[src/rtl/dual_core_dmem_arbiter.sv]
// dual_core_dmem_arbiter: round-robin sharing of one single-ported data memory between two core MEM stages
module dual_core_dmem_arbiter #(
  parameter int ADDR_W = 32,
  parameter int DATA_W = 32,
  parameter int MEM_LAT = 2
) (
  input  logic                clk,
  input  logic                rst,
  input  logic                c0_req,
  input  logic                c0_we,
  input  logic [ADDR_W-1:0]   c0_addr,
  input  logic [DATA_W-1:0]   c0_wdata,
  input  logic [DATA_W/8-1:0] c0_be,
  output logic [DATA_W-1:0]   c0_rdata,
  output logic                c0_ack,
  output logic                c0_stall,
  input  logic                c1_req,
  input  logic                c1_we,
  input  logic [ADDR_W-1:0]   c1_addr,
  input  logic [DATA_W-1:0]   c1_wdata,
  input  logic [DATA_W/8-1:0] c1_be,
  output logic [DATA_W-1:0]   c1_rdata,
  output logic                c1_ack,
  output logic                c1_stall,
  output logic                mem_en,
  output logic                mem_we,
  output logic [ADDR_W-1:0]   mem_addr,
  output logic [DATA_W-1:0]   mem_wdata,
  output logic [DATA_W/8-1:0] mem_be,
  input  logic [DATA_W-1:0]   mem_rdata,
  output logic                busy,
  output logic                last_grant
);
  localparam int BE_W = DATA_W / 8;
  localparam int CNT_W = MEM_LAT > 1 ? $clog2(MEM_LAT) : 1;
  typedef enum logic [1:0] {IDLE, ISSUE, WAIT, DONE} state_t;
  state_t r_state, w_next;
  logic r_gnt, r_we, r_last;
  logic [ADDR_W-1:0] r_addr;
  logic [DATA_W-1:0] r_wdata, r_c0_rdata, r_c1_rdata;
  logic [BE_W-1:0] r_be;
  logic [CNT_W-1:0] r_lat;
  logic w_any, w_gnt, w_take, w_cap;
  assign w_any = c0_req | c1_req;
  assign w_gnt = (c0_req & c1_req) ? ~r_last : c1_req;
  assign w_take = (r_state == IDLE) && w_any;
  assign w_cap = (r_state == WAIT) && (r_lat == '0);
  assign mem_addr = r_addr;
  assign mem_wdata = r_wdata;
  assign mem_be = r_be;
  assign c0_rdata = r_c0_rdata;
  assign c1_rdata = r_c1_rdata;
  assign last_grant = r_last;
  assign c0_stall = c0_req & ~c0_ack;
  assign c1_stall = c1_req & ~c1_ack;
  // state register
  always_ff @(posedge clk) begin
    r_state <= rst ? IDLE : w_next;
  end
  // next state: grant, issue, fixed-latency wait for loads, completion, bubble
  always_comb begin
    w_next = r_state == IDLE  ? (w_any ? ISSUE : IDLE) :
             r_state == ISSUE ? (r_we ? DONE : WAIT) :
             r_state == WAIT  ? (r_lat == '0 ? DONE : WAIT) : IDLE;
  end
  // state-decoded outputs: memory strobe in ISSUE, ack to the granted core in DONE
  always_comb begin
    mem_en = r_state == ISSUE;
    mem_we = mem_en & r_we;
    c0_ack = (r_state == DONE) & ~r_gnt;
    c1_ack = (r_state == DONE) & r_gnt;
    busy = r_state != IDLE;
  end
  // payload latch at grant, latency counter, per-core read data capture, round-robin history
  always_ff @(posedge clk) begin
    if (rst) begin
      r_gnt <= 1'b0;
      r_we <= 1'b0;
      r_addr <= '0;
      r_wdata <= '0;
      r_be <= '0;
      r_lat <= '0;
      r_c0_rdata <= '0;
      r_c1_rdata <= '0;
      r_last <= 1'b1;
    end else begin
      if (w_take) begin
        r_gnt <= w_gnt;
        r_we <= w_gnt ? c1_we : c0_we;
        r_addr <= w_gnt ? c1_addr : c0_addr;
        r_wdata <= w_gnt ? c1_wdata : c0_wdata;
        r_be <= w_gnt ? c1_be : c0_be;
      end
      if (r_state == ISSUE && !r_we) r_lat <= CNT_W'(MEM_LAT - 1);
      else if (r_state == WAIT && r_lat != '0) r_lat <= r_lat - 1'b1;
      if (w_cap && !r_gnt) r_c0_rdata <= mem_rdata;
      if (w_cap && r_gnt) r_c1_rdata <= mem_rdata;
      if (r_state == DONE) r_last <= r_gnt;
    end
  end
endmodule

[config.mk]
export PLATFORM = sky130hd
export DESIGN_NAME = dual_core_dmem_arbiter
export DESIGN_NICKNAME = d
export VERILOG_FILES = /design/src/rtl/dual_core_dmem_arbiter.sv
export SDC_FILE = /design/constraint.sdc
export NUM_CORES = 1
export LEC_CHECK = 0
export CAP_MARGIN = 20
export CORE_UTILIZATION = 35
export CTS_CLUSTER_DIAMETER = 80
export DETAILED_ROUTE_END_ITERATION = 16
export GPL_TIMING_DRIVEN = 0
export PLACE_DENSITY_LB_ADDON = 0.08
export SKIP_LAST_GASP = 1
export SYNTH_ARGS = -nofsm -noshare
export SYNTH_HDL_FRONTEND = slang
export SYNTH_SLANG_ARGS = --single-unit
export TNS_END_PERCENT = 100
[constraint.sdc]
create_clock -name clk -period 1.7 [get_ports clk]
set_clock_uncertainty 0.05 [all_clocks]
set_input_delay 0.17 -clock clk [delete_from_list [all_inputs] [get_ports clk]]
set_output_delay 0.17 -clock clk [all_outputs]
set_load 0.05 [all_outputs]
Word-level counts from Yosys, hierarchy flattened
Index checks and enable logic that the tools add are counted.
{"block": "classes", "n_eq_ne": 3, "n_addsub": 1, "n_reduce_logical": 11, "bitwise": 12, "mux": 13}
{"cell": "two-way mux 32 bit", "count": 2}
{"cell": "two-way mux 1 bit", "count": 7}
{"cell": "bitwise AND 1 bit", "count": 6}
{"cell": "logical AND 1 bit", "count": 6}
{"cell": "two-way mux 2 bit", "count": 3}
{"cell": "NOT 1 bit", "count": 5}
{"cell": "== test 2 bit (second input constant)", "count": 2}
{"cell": "two-way mux 4 bit", "count": 1}
{"cell": "nonzero test 2 bit", "count": 2}
{"cell": "== test 2 x 1 -> 1 bit (second input constant)", "count": 1}
{"cell": "zero test 1 bit", "count": 2}
{"cell": "zero test 2 bit", "count": 1}
{"cell": "bitwise OR 1 bit", "count": 1}
{"cell": "subtractor 1 bit (second input constant)", "count": 1}
{"block": "totals", "inputBits": 174, "ff_bits": 138, "elab_cells": 50, "output_inout_bits": 140}

Depth between registers and ports, before layout
{"block": "depth", "ltp_word": 4, "mapped_depth": 8, "mapped_depth_nobuf": 5}

Worst setup path after synthesis
OpenSTA, ideal clock, no wires.
{"block": "synth_path", "path_kind": "flip-flop to output port", "startpoint": "register r_state[0]", "endpoint": "output c0_stall", "stages_incl_launch_ff": 5, "slack_ns": -0.171, "t_arrival_ns": 1.651, "required_ns": 1.480, "path_buffers": 0, "cell_sequence": "dfxtp_1 ha_1 inv_1 nor2_1 nor2b_1"}
{"block": "synth_between", "elab_chain_cells": 4}
{"item": "from (decl)", "line_no": "37", "source": "state_t r_state, w_next;"}
{"item": "from (signal assigned)", "line_no": "58", "source": "r_state <= rst ? IDLE : w_next;"}
{"item": "== test 2 bit", "line_no": "70", "source": "c0_ack = (r_state == DONE) & ~r_gnt;"}
{"item": "bitwise AND 1 bit", "line_no": "70"}
{"item": "via c0_ack", "line_no": "15", "source": "output logic c0_ack,"}
{"item": "NOT 1 bit", "line_no": "54", "source": "assign c0_stall = c0_req & ~c0_ack;"}
{"item": "bitwise AND 1 bit", "line_no": "54"}
{"item": "to (decl)", "line_no": "16", "source": "output logic c0_stall,"}
The timed path passes the listed nets, and every way through them passes these cells.

Final worst setup path
{"block": "layout_path", "startpoint": "register r_state[0]", "endpoint": "output c1_stall"}
{"block": "layout_between", "elab_chain_cells": 4}
{"item": "== test 2 bit", "line_no": "71", "source": "c1_ack = (r_state == DONE) & r_gnt;"}
{"item": "bitwise AND 1 bit", "line_no": "71"}
{"item": "NOT 1 bit", "line_no": "55", "source": "assign c1_stall = c1_req & ~c1_ack;"}
{"item": "bitwise AND 1 bit", "line_no": "55"}
{"item": "to (decl)", "line_no": "24", "source": "output logic c1_stall,"}
Every way passes these cells.

==> out/qor.log <==
[logic_synthesis] synthesized netlist net count 874
[outcome] status finished with violations
[sta] Worst-Margin Slew 0.646 ns
[placement] count of input and output buffers 312
[logic_synthesis] top_reg_cell synth dfxtp_1
[cts] maximum count of clock buffers along a single path 2
[min_path] Min-Delay Endpoint mem_wdata[23]
[logic_synthesis] gate count of the mapped netlist 696
[global_route] global-route usage over all layers 0.240
[logic_synthesis] library cell with the highest instance count after synthesis nand2_1
[cells_and_area] layout overhead on the synthesized area 71.4%
[placement] Detailed Place HPWL 14300 um
[logic_synthesis] biggest area consumer among synthesized cells dfxtp_1
[die] width of the die 127 um
[global_route] Remaining Overflow, GRT 0
[die] floorplan die area 0.0162 sq mm
[sta] final slew viol count 0
[critical_path] worst flop-to-flop path startpoint r_state[0]
[sta] minimum clock period after layout 1.74 ns
[detailed_routing] first drt pass iteration count 4
[die] Core Rows 45
[sta] Max Fclk 0.574 GHz
[detailed_routing] WL per Instance 15.4 um
[critical_path] startpoint type of the worst setup path flip-flop
[min_path] worst hold path depth 2
[placement] cell area after placement 0.00887 sq mm
[critical_path] critical path required time 1.48 ns
[cts] Clock Pin Slew Worst Setup and Hold Paths 0.06 ns
[global_route] wire length of the first global-routing pass 29800 um
[global_route] M2 GR Usage 0.413
[critical_path] Max stage delay on crit path 0.33 ns
[cts] clock tree from TritonCTS yes
[global_route] via count of the first global-routing pass 5738
[critical_path] library cell contributing the largest single delay on the critical path dfxtp_1
[detailed_routing] antenna viol nets, final 0
[logic_synthesis] sequential share of the synthesized area 0.504
[sta] setup ws final -0.0410 ns
[critical_path] register-to-register setup slack 0.10 ns
[run] number of maximum-capacitance violations 0
[global_route] antenna violations before repair 0
[critical_path] critical path's top delay family flip-flops
[critical_path] cells traversed along the worst timing path ha_1 -> and2_1 -> nor2b_2 -> buf_2
[placement] final weighted congestion in routability-driven placement 0.767
[logic_synthesis] Avg Cell Area, Syn 7.87 sq um
[cts] count of hold buffers inserted by post-cts repair 0
[logic_synthesis] fraction of registers with async set/reset 0
[global_route] met3 GRT Util 0.0863
[detailed_routing] detail-routed via count per cell 4.76
[cells_and_area] end-of-flow core utilization 0.615
[cts] cts bufs inserted 17
[critical_path] endpoint type of the worst setup path output port
[logic_synthesis] ranking of synthesized cells by area dfxtp_1, nand2_1, a21oi_1
[global_route] met1 routing resource usage after global routing 0.270
[logic_synthesis] fraction of post-synthesis cell area in the top cell type by area 0.504
[cts] buffer cell driving the clock tree root clkbuf_16
[detailed_routing] total detailed-routing wirelength 19200 um
[die] initial core utilization 0.359
[logic_synthesis] Post-synth EDFFs 0
[min_path] worst min path class input port to flip-flop
[critical_path] Arrival @ worst endpoint 1.52 ns
[global_route] highest-utilization routing layer at the global route stage met2
[die] Core Box Area 0.0153 sq mm
[critical_path] top fanout value on the critical path 3
[detailed_routing] First DRT Iteration DRCs 189
[sta] count of final setup violators 1
[logic_synthesis] number of synthesized register bits 138
[detailed_routing] DRC 0
[critical_path] endpoint of the worst-slack reg-to-reg timing path mem_addr[9]
[outcome] failing checks setup timing
[power] ratio of total power to cell area 1060 mW/mm^2
[die] die extent in y 127 um
[cts] H-Tree Depth 4
[power] worst-case vdd ir drop 0.000702 V
[die] I/O pins 314
[sta] setup repair after global routing missed its margin yes
[sta] TNS Setup -0.0410 ns
[power] total power 0.00994 W
[sta] post-route clock period utilization 1.02
[critical_path] Bufs and invs on worst path 1
[cells_and_area] post-route design area 0.00939 sq mm
[logic_synthesis] number of different library cells in the post-synthesis netlist 26
[global_route] maximum number of pins on one net before global-route repair 20
[placement] worst setup slack before clock tree synthesis -0.375 ns
[detailed_routing] number of vias after detailed routing 5946
[cells_and_area] number of nets in the layout 1204
[sta] remaining max-slew budget at the tightest pin 0.569
[cts] clk sink count 138
[critical_path] reg2reg path depth 7
[logic_synthesis] Post-Syn Area 0.00548 sq mm
[logic_synthesis] total number of yosys warnings 0
[cells_and_area] antenna diode count 0
[sta] Final Hold Viols 0
[logic_synthesis] leading cell types by count after synthesis nand2_1, dfxtp_1, a21oi_1, nor2_1, a211oi_1
[critical_path] Setup Crit Path Kind flip-flop to output port
[min_path] hold path startpoint rst
[cts] insertion delay to the later sink of the worst-skew pair 0.41 ns
[cells_and_area] fraction of layout instances using a drive strength above 1 0.0886
[power] static power due to leakage 4.15 nW
placed cells by master, fill, tap and decap left out, types with 2 or more instances in the layout:
cell type        netlist  final
nand2_1              197    197
clkdlybuf4s50_1        0    172
dfxtp_1              138    136
a21oi_1              135    135
dlygate4sd2_1          0    133
nor2_1                71     70
a211oi_1              69     68
buf_2                 27     21
clkbuf_16              0     17
buf_4                  4     16
clkbuf_1              24     16
buf_6                  4      5
bufinv_16              0      5
inv_1                  4      4
clkinvlp_4             0      4
clkinv_2               0      4
clkbuf_2               0      3
clkbuf_4               0      3
nand2b_1               2      2
nor3b_1                2      2
ha_2                   0      2
ha_1                   4      2
dfxtp_2                0      2
where the power goes:
part	internal, W	switching (W)	total (W)
Combinational	0.000869	0.00146	0.00233
Sequential	0.00346	0.000115	0.00357
Clock	0.00262	0.00141	0.00403
Total	0.00695	0.00299	0.00994
per-layer routing:
metal  share of wire  vias to the layer above
li1                -                     3006
met1            0.39                     2701
met2            0.50                      215
met3           0.080                       24
met4           0.025                        0
met5               0                        -
stage by stage:
step | cells | hold WS [ns]
3_5_place_dp | 1219 | 0.396
3_3_place_gp | 1219 | 0.391
6_report | 1249 | 0.171
4_1_cts | 1249 | 0.174
5_1_grt | 1249 | 0.195
2_1_floorplan | 696 | 0.256
cell type report:
| class | count | area, sq um |
|---|---|---|
| inverter | 4 | 15.0 |
| multi-input combinational | 495 | 2420 |
| clock buffer | 18 | 439 |
| sequential | 138 | 2770 |
| buffer | 57 | 340 |
| timing repair buffer | 313 | 2940 |
| tap | 211 | 264 |
| clock inverter | 13 | 200 |
| fill | 1434 | 5870 |
registers in the layout (all words and copies together) (netlist names):
register and flops:
c0_rdata 32, c1_rdata 32, last_grant 1, mem_addr 32
mem_be 4, mem_wdata 32, r_gnt 1, r_lat 1
r_state 2, r_we 1
how the worst max path moves through the flow:
stage	start	endpoint	slack [ns]	cells past startpoint
3_3_place_gp	c0_req	mem_wdata[2]	-0.36	5
4_1_cts	r_state[0]	c1_stall	-0.18	4
6_report	r_state[0]	c1_stall	-0.04	4
5_1_grt	r_state[0]	c1_stall	-0.09	4
2_1_floorplan	r_state[1]	r_state[0]	0.03	5
3_5_place_dp	c0_req	mem_wdata[11]	-0.38	5
logic make-up (layout without fill, tap and decap cells):
kind of cell,after synthesis,in the layout,share of synthesized area
DFF,138,138,0.504
buffers and inverters,63,405,0.0576
and+or+nand+nor,280,280,0.200
AOI/OAI and AO/OA,211,211,0.229
adders and majority gates,4,4,0.00914
what timing repair did:
action | in CTS | in global routing
gates resized for setup | 176 | 45
buffers inserted | 1 | 0
setup endpoints to repair | 222 | 74
(Power assumes the default switching activity.)
